<file path="config.mk">
export PLATFORM = sky130hd
export DESIGN_NAME = sample_accumulator
export DESIGN_NICKNAME = d
export VERILOG_FILES = /design/src/rtl/sample_accumulator.sv
export SDC_FILE = /design/constraint.sdc
export NUM_CORES = 1
export LEC_CHECK = 0
export CAP_MARGIN = 40
export CORE_UTILIZATION = 51
export CTS_CLUSTER_SIZE = 20
export DETAILED_ROUTE_END_ITERATION = 6
export GPL_TIMING_DRIVEN = 1
export HOLD_SLACK_MARGIN = 0.1
export PLACE_DENSITY = 0.81
export SYNTH_ARGS = -nofsm -noshare
export SYNTH_HDL_FRONTEND = slang
export SYNTH_SLANG_ARGS = --single-unit
</file>
<file path="constraint.sdc">
create_clock -name clk -period 3.4 [get_ports clk]
set_clock_uncertainty 0.2 [all_clocks]
set_input_delay 0.85 -clock clk [delete_from_list [all_inputs] [get_ports clk]]
set_output_delay 0.85 -clock clk [all_outputs]
set_load 0.05 [all_outputs]
</file>
<file path="src/rtl/sample_accumulator.sv">
// Streaming frame accumulator: sums a programmable number of valid samples
// into a full-precision result, emitting one strobed sum per frame.
module sample_accumulator #(
  parameter int DATA_W = 20,
  parameter int CNT_W  = 8,
  parameter int SIGNED = 0
) (
  input  logic                      clk,
  input  logic                      rst,
  input  logic                      clear,
  input  logic [CNT_W-1:0]          num_minus1,
  input  logic                      in_valid,
  input  logic [DATA_W-1:0]         in_data,
  output logic                      sum_valid,
  output logic [DATA_W+CNT_W-1:0]   sum_data,
  output logic                      frame_active
);

  localparam int SUM_W = DATA_W + CNT_W;

  function automatic logic signed [SUM_W-1:0] ext_sample(input logic [DATA_W-1:0] d);
    if (SIGNED != 0) return {{CNT_W{d[DATA_W-1]}}, d};
    else             return {{CNT_W{1'b0}}, d};
  endfunction

  logic [CNT_W-1:0]        r_count;
  logic [CNT_W-1:0]        r_len;
  logic [CNT_W-1:0]        w_count_nxt;
  logic                    r_active;
  logic                    w_accept;
  logic                    w_first;
  logic                    w_last;

  logic                    r_vld_p1;
  logic                    r_first_p1;
  logic                    r_last_p1;
  logic signed [SUM_W-1:0] r_data_p1;

  logic                    r_done_p2;
  logic signed [SUM_W-1:0] r_acc_p2;

  logic                    r_vld_p3;
  logic [SUM_W-1:0]        r_sum_p3;

  assign w_accept = in_valid & ~clear;
  assign w_first  = (r_count == '0);
  // The first sample cannot use r_len yet: it is latched on this very edge.
  assign w_last   = w_first ? (num_minus1 == '0) : (r_count == r_len);

  always_comb begin
    w_count_nxt = r_count;
    if (clear)
      w_count_nxt = '0;
    else if (in_valid)
      w_count_nxt = w_last ? '0 : r_count + CNT_W'(1);
  end

  always_ff @(posedge clk or posedge rst) begin
    if (rst) begin
      r_count  <= '0;
      r_len    <= '0;
      r_active <= 1'b0;
    end else begin
      r_count  <= w_count_nxt;
      r_active <= (w_count_nxt != '0);
      if (w_accept && w_first)
        r_len <= num_minus1;
    end
  end

  // ---- S1: input register ----
  always_ff @(posedge clk or posedge rst) begin
    if (rst) begin
      r_vld_p1   <= 1'b0;
      r_first_p1 <= 1'b0;
      r_last_p1  <= 1'b0;
      r_data_p1  <= '0;
    end else begin
      r_vld_p1 <= w_accept;
      if (w_accept) begin
        r_first_p1 <= w_first;
        r_last_p1  <= w_last;
        r_data_p1  <= ext_sample(in_data);
      end
    end
  end

  // ---- S2: accumulator ----
  always_ff @(posedge clk or posedge rst) begin
    if (rst) begin
      r_done_p2 <= 1'b0;
      r_acc_p2  <= '0;
    end else begin
      r_done_p2 <= r_vld_p1 & r_last_p1 & ~clear;
      if (r_vld_p1)
        r_acc_p2 <= r_first_p1 ? r_data_p1 : r_acc_p2 + r_data_p1;
    end
  end

  // ---- S3: output register ----
  always_ff @(posedge clk or posedge rst) begin
    if (rst) begin
      r_vld_p3 <= 1'b0;
      r_sum_p3 <= '0;
    end else begin
      r_vld_p3 <= r_done_p2;
      if (r_done_p2)
        r_sum_p3 <= r_acc_p2;
    end
  end

  assign sum_valid    = r_vld_p3;
  assign sum_data     = r_sum_p3;
  assign frame_active = r_active;

endmodule

</file>
* Word level (Yosys, flattened, before mapping)
Cells that the tools add are included.
** Cells by class
- Reductions and logical operators :: 4
- Eq/ne operators :: 1
- Bitwise gates (word level) :: 4
- Muxes and demuxes :: 5
- $add $sub $neg :: 2
** Operator list (count)
- 28-bit by 21-bit adder with 28-bit output :: 1
- 28-bit two-way mux :: 1
- 8-bit two-way mux :: 3
- 8-bit zero test :: 2
- 8-bit by 1-bit adder with 8-bit output (second input constant) :: 1
- 8-bit == test :: 1
- 8-bit nonzero test :: 1
- 1-bit bitwise AND :: 3
- 1-bit logical AND :: 1
- 1-bit two-way mux :: 1
- 1-bit inverter :: 1
** Storage, ports and cells
- Bits in registers :: 98
- Output and inout port bits :: 30

* Longest topological paths before layout
- Depth after elaboration :: 6
- Mapped depth :: 10

* Worst setup path before layout
Ideal clock, no wire load.
- Path type :: register -> register
- From :: reg r_data_p1[0]
- To :: reg r_acc_p2[22]
- Data required time :: 3.131 ns
- Cell stages (with the launch flop) :: 11
- Path buffers :: 0
- Arrival :: 2.383 ns
- Clock period less this slack :: 2.652 ns
- Slack :: 0.748 ns
- Path through :: dfrtp_1 ha_1 inv_1 fa_1 and2b_1 o2111ai_2 a211o_1 a21oi_2 a31oi_2 or4_1 nand3_1
** On the way
- Word-level cells in the longest chain between the ends :: 2
** Ends and longest elaborated chain
- from (decl) :: line 37 : logic signed [SUM_W-1:0] r_data_p1;
- from (signal assigned) :: line 83 : r_data_p1 <= ext_sample(in_data);
- 28-bit by 21-bit adder with 28-bit output :: line 96 : r_acc_p2 <= r_first_p1 ? r_data_p1 : r_acc_p2 + r_data_p1;
- 28-bit two-way mux :: line 96
- to (signal assigned) :: line 96
- to (decl) :: line 40 : logic signed [SUM_W-1:0] r_acc_p2;
No other way between the ends.
A chain may end at the register's enable or synchronous reset.

* Final worst setup path
- From :: reg r_acc_p2[0]
- To :: reg r_acc_p2[22]
** On the way
- Word-level cells in the longest chain between the ends :: 2
** Ends and longest elaborated chain (line)
- 28-bit by 21-bit adder with 28-bit output :: 96
- 28-bit two-way mux :: 96
No other way between the ends.

==> flow_metrics.py <==
metrics = {
    "timing": {
        "rsz0062_at_grt": "false",
        "max_freq_mhz": 341,
        "slew_violations": 0,
        "setup-tns-final_ns": 0,
        "layout_min_cycle_time_ns": 2.94,
        "timing.final.crit_share": 0.863,
        "timing_hold_violations_final": 0,
        "tightest_slew_ns": 0.593,
        "max_slew_margin": 0.604,
        "setup_viol": 0,
    },
    "floorplanning": {
        "core_area_um2": 9860,
        "ios": 62,
        "start_util": 0.532,
        "die_area_um2": 10700,
        "row_count": 36,
        "die_h_um": 103,
        "die-width_um": 103,
    },
    "routing": {
        "drt_iter0_markers": 240,
        "final_antenna_net_count": 0,
        "routedWlPerCell_um": 15.5,
        "first_pass_iters": 5,
        "drc_errors": 0,
        "wl_um": 10700,
        "vias_per_cell": 5.71,
        "vias": 3944,
    },
    "yosys": {
        "synth_seq_area_share": 0.468,
        "synth_cell_types": 54,
        "synth_area_um2": 5250,
        "async_reset_ff_frac": 1.00,
        "synthCells": 503,
        "synth_nets": 558,
        "synth_edf_count": 0,
        "synth_ff_type": "dfrtp_1",
        "postSynthAreaPerCell_um2": 10.4,
        "ys_ff_latch": 98,
        "yosys_warnings": 0,
    },
    "power_and_ir_drop": {
        "power_density_nw_per_um2": 672,
        "ir_worst_vdd_mv": 0.242,
        "p_leak_nw": 2.73,
        "switchingPower_mw": 1.59,
        "power_frac_clock": 0.193,
        "power_mw": 4.17,
        "combinationalPowerShare": 0.431,
        "swShare": 0.382,
        "internal_power_mw": 2.58,
        "p_seq_frac": 0.376,
    },
    "cts": {
        "cts_htree_levels": 3,
        "cts.sinks": 98,
        "post_cts_resized": 0,
        "clk_latency_ns": 0.36,
        "clkTransAtPathRegs_ns": 0.09,
        "holdBufCountCts": 0,
        "cts_setup_buffers": 0,
        "cts_tree": "yes",
        "root_buffer": "clkbuf_8",
        "numCtsBuffers": 9,
        "clockBufferDepth": 2,
    },
    "finish": {
        "n_fill_cell": 768,
        "final_nets": 610,
        "drive_gt1_frac": 0.154,
        "instances_no_fill": 691,
        "syn_to_final_growth_pct": 18.1,
        "n_antenna_cell": 0,
    },
    "worst_setup_path": {
        "critPathCaptureType": "flop",
        "crit_type": "flop to flop",
        "path_cells": "ha_1 -> inv_1 -> fa_1 -> and2b_1 -> o2111ai_2 -> a211o_1 -> a21oi_2 -> a31oi_2 -> or4_1 -> nand3_1",
        "cp_max_fo": 8,
        "start_kind": "flop",
        "cp.arrival_ns": 3.04,
        "slowest_delay_ns": 0.44,
        "critPathBufInv": 1,
        "crit_required_ns": 3.50,
        "slowest_stage": "or4_1",
        "critPathTopFamily": "compound AO/OA/AOI/OAI gates",
    },
    "placement": {
        "placed_cells": 677,
        "place_congestion": 0.894,
        "hpwl_um": 7620,
        "port_buffers": 61,
    },
    "global_route": {
        "grt_pass1_wl_um": 18500,
        "overflow": 0,
        "grt_max_degree": 99,
        "grt_use_total": 0.224,
        "antenna_found_initial": 0,
        "grt_pass1_vias": 3930,
    },
    "hold_path": {
        "hold_path_class": "flop to flop",
    },
    "outcome": {
        "outcome": "finished, final reports clean",
    },
    "job": {
        "cap_violations": 0,
    },
}
## through the flow
step	hold slack [ns]	cell area, um2	utilization	setup WS (ns)
final	0.309	6200	0.628	0.465
after global placement	0.284	5990	0.607	0.576
after CTS	0.315	6200	0.628	0.461
after global routing	0.331	6200	0.628	0.218
after floorplan	0.152	5250	-	0.748
after detailed placement	0.295	5990	0.607	0.493
## power groups by stage
stage          logic (mW)  registers, mW  clock network [mW]
2_1_floorplan        1.28           1.63                   0
3_3_place_gp         1.71           1.57                   0
3_5_place_dp         1.76           1.59                   0
4_1_cts              1.78           1.57               0.820
5_1_grt              2.00           1.60               0.866
6_report             1.79           1.57               0.804
## routing by layer
layer / vias to the layer above / routed length, um / GRT usage / share of wire
met1: 1896 / 5090 / 0.307 / 0.47
met2: 111 / 5030 / 0.357 / 0.47
li1: 1913 / - / - / -
met5: - / 0 / 0 / 0
met4: 0 / 217 / 0.0845 / 0.020
met3: 24 / 393 / 0.0410 / 0.037
## kinds of logic (layout without fill, tap and decap cells)
| family | after synthesis | after routing | share of synthesized area |
|---|---|---|---|
| compound gates | 104 | 104 | 0.128 |
| mux | 60 | 60 | 0.128 |
| fa+ha+maj | 23 | 23 | 0.0563 |
| simple gates | 143 | 143 | 0.138 |
| flops | 98 | 98 | 0.468 |
| xor+xnor | 29 | 29 | 0.0484 |
| buf+inv | 46 | 101 | 0.0341 |
## layout by cell type (no fill, tap or decap), types with 3 or more instances in the layout
| cell | synthesis | layout |
|---|---|---|
| clkbuf_8 | 0 | 10 |
| mux2i_1 | 4 | 4 |
| buf_4 | 0 | 7 |
| ha_1 | 22 | 22 |
| nand2_1 | 34 | 34 |
| a31oi_1 | 11 | 11 |
| nand2b_1 | 4 | 4 |
| nor3_1 | 5 | 5 |
| mux2_2 | 56 | 56 |
| dfrtp_1 | 98 | 98 |
| or3_1 | 4 | 4 |
| and2_1 | 4 | 4 |
| xnor2_1 | 18 | 18 |
| o211ai_1 | 3 | 3 |
| nor2_1 | 37 | 37 |
| inv_1 | 18 | 17 |
| a21oi_1 | 28 | 28 |
| a21o_1 | 12 | 12 |
| o21ai_0 | 25 | 25 |
| nor2b_1 | 4 | 3 |
| and3_1 | 8 | 8 |
| nand3_1 | 14 | 14 |
| nand4_1 | 11 | 11 |
| xor2_1 | 11 | 11 |
| clkdlybuf4s50_1 | 0 | 61 |
## cells in the mapped netlist, types with 5 or more instances
master    number  area share
inv_1         18       0.013
nand2_1       34       0.024
ha_1          22       0.052
nor2_1        37       0.026
a21oi_1       28       0.027
nand4_1       11       0.013
o21ai_0       25       0.024
a21o_1        12       0.017
xnor2_1       18       0.030
nor3_1         5      0.0048
a31oi_1       11       0.013
and3_1         8      0.0095
dfrtp_1       98        0.47
mux2_2        56        0.12
clkbuf_1      20       0.014
buf_2          5      0.0048
xor2_1        11       0.018
nand3_1       14       0.013
## sequential cells by signal, summed over array words and instances, names as in the netlist
register,count
frame_active,1
r_data_p1,20
sum_valid,1
r_acc_p2,28
r_done_p2,1
sum_data,28
r_vld_p1,1
r_len,8
r_first_p1,1
r_count,8
r_last_p1,1
## layout make-up
class / count / area (um2) / share of cell area
inverters: 18 / 71.3 / 0.0115
clock buffers: 11 / 141 / 0.0228
flip-flops and latches: 98 / 2450 / 0.396
repair buffers: 69 / 683 / 0.110
well taps: 133 / 166 / 0.0269
multi-input cells: 359 / 2620 / 0.422
clock inverters: 3 / 65.1 / 0.0105
## worst paths after layout
| path | slack (ns) | startpoint | end | cells past startpoint |
|---|---|---|---|---|
| max in group asynchronous | 1.83 | rst | r_data_p1[18] | 3 |
| setup reg to reg | 0.46 | r_acc_p2[0] | r_acc_p2[22] | 10 |
| min in group asynchronous | 0.77 | rst | sum_data[1] | 3 |
| hold / removal | 0.31 | sum_data[2] | sum_data[2] | 1 |
| setup / recovery | 0.46 | r_acc_p2[0] | r_acc_p2[22] | 10 |
| hold reg to reg | 0.31 | sum_data[2] | sum_data[2] | 1 |
(Power assumes the default switching activity.)
